[src/rtl/cache_types_pkg.sv]
// Shared types for the N-way cache controller: FSM states and datapath mux selects.
package cache_types_pkg;
  typedef enum logic [1:0] {
    CHECK      = 2'd0,
    WRITE_BACK = 2'd1,
    FILL       = 2'd2
  } cache_state_e;

  typedef enum logic {
    PMEM_ADDR_CPU    = 1'b0,
    PMEM_ADDR_VICTIM = 1'b1
  } pmem_addr_sel_e;

  typedef enum logic {
    DATA_FROM_PMEM = 1'b0,
    DATA_FROM_CPU  = 1'b1
  } data_sel_e;
endpackage

[src/rtl/cache_victim_sel.sv]
// Way selection helpers: lowest-index hit, multi-hit flag, and victim choice
// preferring the lowest invalid way before falling back to PLRU.
module cache_victim_sel #(
  parameter int NUM_WAYS  = 4,
  parameter int WAY_IDX_W = $clog2(NUM_WAYS)
) (
  input  logic [NUM_WAYS-1:0]  hit,
  input  logic [NUM_WAYS-1:0]  valid,
  input  logic [WAY_IDX_W-1:0] plru_victim,
  output logic                 hit_any,
  output logic [WAY_IDX_W-1:0] hit_idx,
  output logic                 multi_hit,
  output logic [WAY_IDX_W-1:0] victim
);
  // Scan high to low so the lowest matching index wins.
  always_comb begin
    hit_idx = '0;
    victim  = plru_victim;
    for (int i = NUM_WAYS - 1; i >= 0; i--) begin
      if (hit[i])   hit_idx = WAY_IDX_W'(i);
      if (!valid[i]) victim = WAY_IDX_W'(i);
    end
  end

  assign hit_any   = |hit;
  // Clearing the lowest set bit leaves something only if two or more were set.
  assign multi_hit = |(hit & (hit - NUM_WAYS'(1)));
endmodule

[src/rtl/cache_control_nway.sv]
// Control FSM for an N-way set-associative write-back, write-allocate cache.
// Steers a per-way datapath; the victim is latched at miss detection and held until refill completes.
module cache_control_nway
  import cache_types_pkg::*;
#(
  parameter int NUM_WAYS  = 4,
  parameter int WAY_IDX_W = $clog2(NUM_WAYS)
) (
  input  logic                 clk,
  input  logic                 rst_n,
  input  logic                 mem_read,
  input  logic                 mem_write,
  input  logic [3:0]           mem_byte_enable,
  output logic                 mem_resp,
  output logic                 pmem_read,
  output logic                 pmem_write,
  input  logic                 pmem_resp,
  input  logic [NUM_WAYS-1:0]  hit,
  input  logic [NUM_WAYS-1:0]  valid,
  input  logic [NUM_WAYS-1:0]  dirty,
  input  logic [WAY_IDX_W-1:0] plru_victim,
  output logic [WAY_IDX_W-1:0] way_sel,
  output logic [NUM_WAYS-1:0]  load_data,
  output logic [NUM_WAYS-1:0]  load_tag,
  output logic [NUM_WAYS-1:0]  load_valid,
  output logic [NUM_WAYS-1:0]  load_dirty,
  output logic                 valid_in,
  output logic                 dirty_in,
  output logic                 data_sel,
  output logic                 pmem_addr_sel,
  output logic                 load_regs,
  output logic                 load_lru,
  output logic [WAY_IDX_W-1:0] lru_way,
  output logic                 multi_hit_err
);
  cache_state_e          state_q, state_d;
  logic [WAY_IDX_W-1:0]  victim_q, victim;
  logic [WAY_IDX_W-1:0]  hit_idx;
  logic                  hit_any, multi_hit, req;
  logic [NUM_WAYS-1:0]   hit_oh, vic_oh;
  logic                  unused_be;

  // Byte mask is consumed by the datapath merge only.
  assign unused_be = ^mem_byte_enable;

  assign req    = mem_read | mem_write;
  assign hit_oh = NUM_WAYS'(1) << hit_idx;
  assign vic_oh = NUM_WAYS'(1) << victim_q;

  cache_victim_sel #(.NUM_WAYS(NUM_WAYS), .WAY_IDX_W(WAY_IDX_W)) u_sel (
    .hit         (hit),
    .valid       (valid),
    .plru_victim (plru_victim),
    .hit_any     (hit_any),
    .hit_idx     (hit_idx),
    .multi_hit   (multi_hit),
    .victim      (victim)
  );

  always_ff @(posedge clk or negedge rst_n) begin
    if (!rst_n) begin
      state_q       <= CHECK;
      victim_q      <= '0;
      multi_hit_err <= 1'b0;
    end else begin
      state_q <= state_d;
      if (state_q == CHECK && req && !hit_any) victim_q <= victim;
      if (state_q == CHECK && req && multi_hit) multi_hit_err <= 1'b1;
    end
  end

  always_comb begin
    state_d = state_q;
    case (state_q)
      CHECK:
        if (req && !hit_any)
          state_d = (valid[victim] && dirty[victim]) ? WRITE_BACK : FILL;
      WRITE_BACK: if (pmem_resp) state_d = FILL;
      FILL:       if (pmem_resp) state_d = CHECK;
      default:    state_d = CHECK;
    endcase
  end

  always_comb begin
    mem_resp      = 1'b0;
    pmem_read     = 1'b0;
    pmem_write    = 1'b0;
    way_sel       = '0;
    load_data     = '0;
    load_tag      = '0;
    load_valid    = '0;
    load_dirty    = '0;
    valid_in      = 1'b0;
    dirty_in      = 1'b0;
    data_sel      = DATA_FROM_PMEM;
    pmem_addr_sel = PMEM_ADDR_CPU;
    load_regs     = 1'b0;
    load_lru      = 1'b0;
    lru_way       = '0;
    case (state_q)
      CHECK: begin
        if (req && hit_any) begin
          mem_resp = 1'b1;
          way_sel  = hit_idx;
          load_lru = 1'b1;
          lru_way  = hit_idx;
          if (mem_write) begin
            load_data  = hit_oh;
            load_dirty = hit_oh;
            dirty_in   = 1'b1;
            data_sel   = DATA_FROM_CPU;
          end
        end else if (req) begin
          load_regs = 1'b1;
        end
      end
      WRITE_BACK: begin
        way_sel       = victim_q;
        pmem_addr_sel = PMEM_ADDR_VICTIM;
        pmem_write    = 1'b1;
        if (pmem_resp) load_dirty = vic_oh;
      end
      FILL: begin
        way_sel   = victim_q;
        pmem_read = 1'b1;
        if (pmem_resp) begin
          load_data  = vic_oh;
          load_tag   = vic_oh;
          load_valid = vic_oh;
          load_dirty = vic_oh;
          valid_in   = 1'b1;
        end
      end
      default: ;
    endcase
  end
endmodule

[config.mk]
export PLATFORM = sky130hd
export DESIGN_NAME = cache_control_nway
export DESIGN_NICKNAME = d
export VERILOG_FILES = /design/src/rtl/cache_types_pkg.sv /design/src/rtl/cache_victim_sel.sv /design/src/rtl/cache_control_nway.sv
export SDC_FILE = /design/constraint.sdc
export NUM_CORES = 1
export LEC_CHECK = 0
export BUFFER_PORTS_ARGS = -buffer_cell sky130_fd_sc_hd__buf_2
export CAP_MARGIN = 20
export CORE_MARGIN = 3
export CORE_UTILIZATION = 25
export CTS_BUF_LIST = sky130_fd_sc_hd__clkbuf_16
export CTS_CLUSTER_SIZE = 16
export DETAILED_ROUTE_END_ITERATION = 12
export PLACE_DENSITY = 0.61
export SKIP_CTS_REPAIR_TIMING = 1
export SLEW_MARGIN = 20
export SYNTH_ARGS = -nofsm -noshare
export SYNTH_HDL_FRONTEND = slang
export SYNTH_SLANG_ARGS = --single-unit
[constraint.sdc]
create_clock -name clk -period 1.9 [get_ports clk]
set_input_delay 0.285 -clock clk [delete_from_list [all_inputs] [get_ports clk]]
set_output_delay 0.285 -clock clk [all_outputs]
set_load 0.02 [all_outputs]
Yosys cells after proc, flatten, opt, wreduce, memory -nomap -nowiden
Index checks and enable logic that the tools add are counted.
- add/subtract/negate cells: 1
- $lt $le $gt $ge: 1
- equal/unequal tests: 5
- shift-type cells: 2
- multiplexer cells: 38
- bitwise operators: 2
- reduce and logical (&&, ||, !) cells: 12
- operator list (cell ; count):
    $mux W2 ; 14
    $mux W4 ; 4
    $pmux W4 S2 ; 2
    $mux W1 ; 14
    $reduce_or A4 Y1 ; 2
    $shl A1 B2 Y4 const A ; 2
    $logic_and A1 B1 Y1 ; 6
    $pmux W2 S3 ; 1
    $and A4 B4 Y4 ; 1
    $bmux W1 S2 ; 2
    $ne A2 B2 Y1 const B ; 2
    $pmux W2 S2 ; 1
    $sub A4 B1 Y4 const B ; 1
    $lt A2 B3 Y1 const B ; 1
    $reduce_and A3 Y1 ; 1
    $eq A2 B1 Y1 const B ; 1
    $eq A2 B2 Y1 const B ; 1
    $logic_not A2 Y1 ; 1
    $ne A2 B1 Y1 const B ; 1
    $reduce_or A2 Y1 ; 1
    $logic_not A1 Y1 ; 1
    $or A1 B1 Y1 ; 1
- register bits after elaboration: 5
- input port bits: 23
- word-level logic and storage cells: 64

Logic depth before layout (Yosys ltp)
- depth in word-level cells: 10
- gate-level depth with buffers: 7
- gate-level depth less buffers: 6

By module
Synthesis repeated with hierarchy kept, for this count alone.
- cell total of the unflattened synthesis: 93
- area, all modules: 658.1 sq um
- modules (own cells, without submodules) (module ; instances ; cells an instance ; area each (sq um)):
    cache_control_nway ; 1 ; 78 ; 583.1
    cache_victim_sel ; 1 ; 15 ; 75.1

Worst setup path before layout
No wires, ideal clock.
- path type: register to output
- start point: reg state_q[1]
- end point: out way_sel[1]
- arrival: 2.088 ns
- required time: 1.615 ns
- path slack: -0.473 ns
- stages on the path, launching flop included: 7
- buffers on the path: 0
- cell sequence: dfrtp_1 inv_1 ha_1 o21ai_2 nor4_1 a21oi_1 nor2_1
- word-level cells in the longest chain between the ends: 3
- ends and longest elaborated chain (element ; line ; source):
    from (decl) ; cache_control_nway.sv:36 ; cache_state_e state_q, state_d;
    from (signal assigned) ; cache_control_nway.sv:66 ; state_q <= state_d;
    $eq A2 B2 Y1 / $eq A2 B1 Y1 (equally long branches) ; cache_control_nway.sv:100 ; case (state_q)
    $reduce_or A2 Y1 (no line) ; - ;
    $pmux W2 S2 (*) ; cache_control_nway.sv:100 ;
    to (decl) ; cache_control_nway.sv:22 ; output logic [WAY_IDX_W-1:0] way_sel,
Mark *: on every way between the ends. The rest lies on a longest branch, timed or not.

Worst setup path after layout
- start point: reg state_q[1]
- end point: out way_sel[0]
The elaborated chain is that of the path after synthesis.

==> implementation parameters <==
Parameter                              Value

Final layout
  Layout Nets    170
  Final instance area    about 1100 sq um
  Post-Layout Cell Count    approximately 170
  Layout overhead on the synthesized area    64.7%
  Layout cells sized above 1    0.528
  Most frequent cells in the layout    46 x buf_2, 9 x nor2_1, 8 x a21oi_1, 8 x nand2_1, 8 x buf_4
  Ant diodes    0
  Final core occ    0.438
  Most common cell after layout, fill and taps aside    buf_2

Power and ir drop
  Sw power    roughly 0.59 mW
  Total power density per cell area    1210 nW/um^2
  Clock network fraction of design power    0.256
  Part of the power in combinational logic    0.596
  Worst supply voltage drop on vdd    just under 0.8 mV
  Sequential share of power    0.147
  Static power due to leakage    0.602 nW
  Switching power as a share of total power    0.440
  Internal Pwr Total    ~0.75 mW

Routing
  DRT Wirelength    2.05 mm
  Post-route ant nets    0
  Via-per-instance ratio    4.89
  Overall via count from detail_route    roughly 840
  Detailed-routing iteration count for the pre-antenna-repair pass    4
  DRC Markers    0
  Mean routed wirelength per cell    roughly 12 microns
  Number of DRC markers in iteration 0    32

Timing
  Final hold vios    0
  Setup violations, final    0
  Final Max Slew Viols    0
  Post-route minimum period    ~1.9 ns
  Portion of the clock cycle consumed by the worst path in the final layout    0.989
  Fmax    532 MHz
  Slew at the pin with the worst max-slew slack    0.361 ns
  Relative slew slack    0.756
  RSZ-0062 raised after global routing    yes
  Worst setup slack after layout    0.0218 ns
  Final worst clock skew    0.000730 ns

Global route
  Gr busiest metal    met2
  Met1 usage    0.162
  Number of global-route vias before repair    approximately 720
  Met2 track demand over resource in global routing    0.182
  Antenna violations before repair    0
  Global-route wire length before repair    ~3.1 mm
  Total global routing track utilization    0.119
  Maximum number of pins on one net before global-route repair    13
  Fraction of met3 tracks used by global routing    0.0156
  Grt ovf    0

Yosys
  Distinct cells, synth    34
  Async set or reset register ratio after synthesis    1.00
  Avg Inst Size Synth    ~7.4 sq um
  Post-synthesis instance area    approximately 670 sq um
  YS warnings    0
  Cells after synthesis    a little over 90
  Dominant synthesized flop cell    dfrtp_1
  EDFF count, synth    0
  Number of nets in the synthesized netlist    118
  Flip-flop and latch count after synthesis    5
  Fraction of the yosys area taken by sequential cells    0.187

CTS
  Insertion delay of the later-clocked pin in the worst-skew pair    0.23 ns
  Sink count of the clock tree    5
  Root buffer cell    clkbuf_16
  Post-CTS clock slew at the launch and capture registers of the worst setup and hold paths    0.03 ns
  Clock Tree Buf Depth    2
  CTS Buf Count    3
  CTS tree    built
  Level count of the clock H-tree    1

Floorplanning
  Total Die Area    3340 sq um
  Io pins    53
  Number of placement rows    18
  Width of the chip    between 50 and 60 microns
  Die Ht    between 50 and 60 microns
  Total core area    2520 sq um
  Initial core utilization    0.266

Hold path
  Worst min-delay path startpoint    valid[1]
  Tightest Hold Check Type    input port to register

Placed design
  Worst slack, placed    0.0958 ns
  Count of input and output buffers    between 40 and 50
  Half-perimeter wire length after placement    1.64 mm
  Total placed instance area    around 900 sq um
  Number of cells after detailed placement    ~160
  Routability Congestion    between 0.7 and 0.8

Critical path
  Startpoint of the most critical register-to-register path    state_q[1]
  Worst Path Arrival    ~1.6 ns
  Kind of critical path    register to output pin
  Endpoint kind of the worst setup timing path    output pin
  Startpoint type of the worst setup path    register
  CP startpoint    state_q[1]
  CP required    1.62 ns
  Maximum fanout encountered on the critical timing path    4

Job
  Total of max-cap violations    0

Run status
  Status    complete, no violations
[layout make-up]
class,instances,area [sq um]
Fill cell,268,1420
Multi-Input combinational cell,69,522
Timing Repair Buffer,56,312
Sequential cell,5,125
Clock buffer,3,75.1
Tap cell,30,37.5
Inverter,8,30.0
Clock inverter,1,3.75
[synthesized netlist by cell type (2+ instances only)]
master | count | area, sq um
o21ai_2 | 2 | 17.5
nand3b_1 | 2 | 15.0
nor3_1 | 2 | 10.0
o31ai_1 | 2 | 15.0
dfrtp_1 | 5 | 125
nor2_1 | 10 | 37.5
nand2_1 | 9 | 33.8
nand3_1 | 2 | 10.0
a21oi_1 | 9 | 45.0
buf_4 | 7 | 52.6
ha_1 | 4 | 50.1
nand4_1 | 3 | 18.8
inv_1 | 8 | 30.0
nand4b_1 | 2 | 17.5
mux2i_1 | 2 | 20.0
clkbuf_1 | 2 | 7.51
nor4_1 | 2 | 12.5
o21ai_0 | 2 | 10.0
[stage by stage]
step / hold slack (ns) / TNS (ns) / power, mW
global placement: 0.106 / 0 / 0.880
global route: 0.416 / -0.0382 / 1.43
CTS: -0.129 / -0.278 / 1.24
finish: 0.389 / 0 / 1.34
floorplan: -0.0106 / -0.138 / 0.705
detailed placement: 0.109 / 0 / 0.890
[path summary, 6_finish.rpt]
check	endpoint	slack, ns	cells after the start
worst max-delay path	way_sel[0]	0.02	6
worst min-delay path	victim_q[1]	0.39	3
worst max register to register	victim_q[0]	0.31	7
worst min register to register	multi_hit_err	0.46	2
max in group asynchronous	victim_q[1]	1.36	2
min in group asynchronous	victim_q[0]	0.40	2
[power groups by stage]
stage                     Combinational (mW)  Clock (mW)  Sequential, mW
after detailed placement               0.699           0           0.191
after floorplan                        0.558           0           0.148
after global routing                   0.868       0.354           0.205
after CTS                              0.702       0.349           0.190
final                                  0.800       0.344           0.198
after global placement                 0.690           0           0.189
[routing by layer]
metal,vias up,wire (microns),share of wire
li1,420,-,-
met1,371,921,0.45
met2,44,895,0.44
met3,6,176,0.086
met4,0,55,0.027
met5,-,0,0
[critical path, cell delays in order (launching register included)]
cell and delay [ns]:
dfrtp_1 0.42, inv_2 0.10, ha_4 0.15, o21ai_4 0.07
or3_4 0.34, a21oi_2 0.15, buf_6 0.13
[cell families after synthesis]
logic type	after synthesis	share of synthesized area
muxes	3	0.0466
AOI/OAI and AO/OA	21	0.220
and+or+nand+nor	41	0.338
adders and majority gates	4	0.0746
buffers and inverters	17	0.134
DFF	5	0.187
[registers in the layout, indices dropped and copies added, names as in the netlist]
| signal | cells |
|---|---|
| state_q | 2 |
| victim_q | 2 |
| multi_hit_err | 1 |
Power figures use the tool's default switching activity.
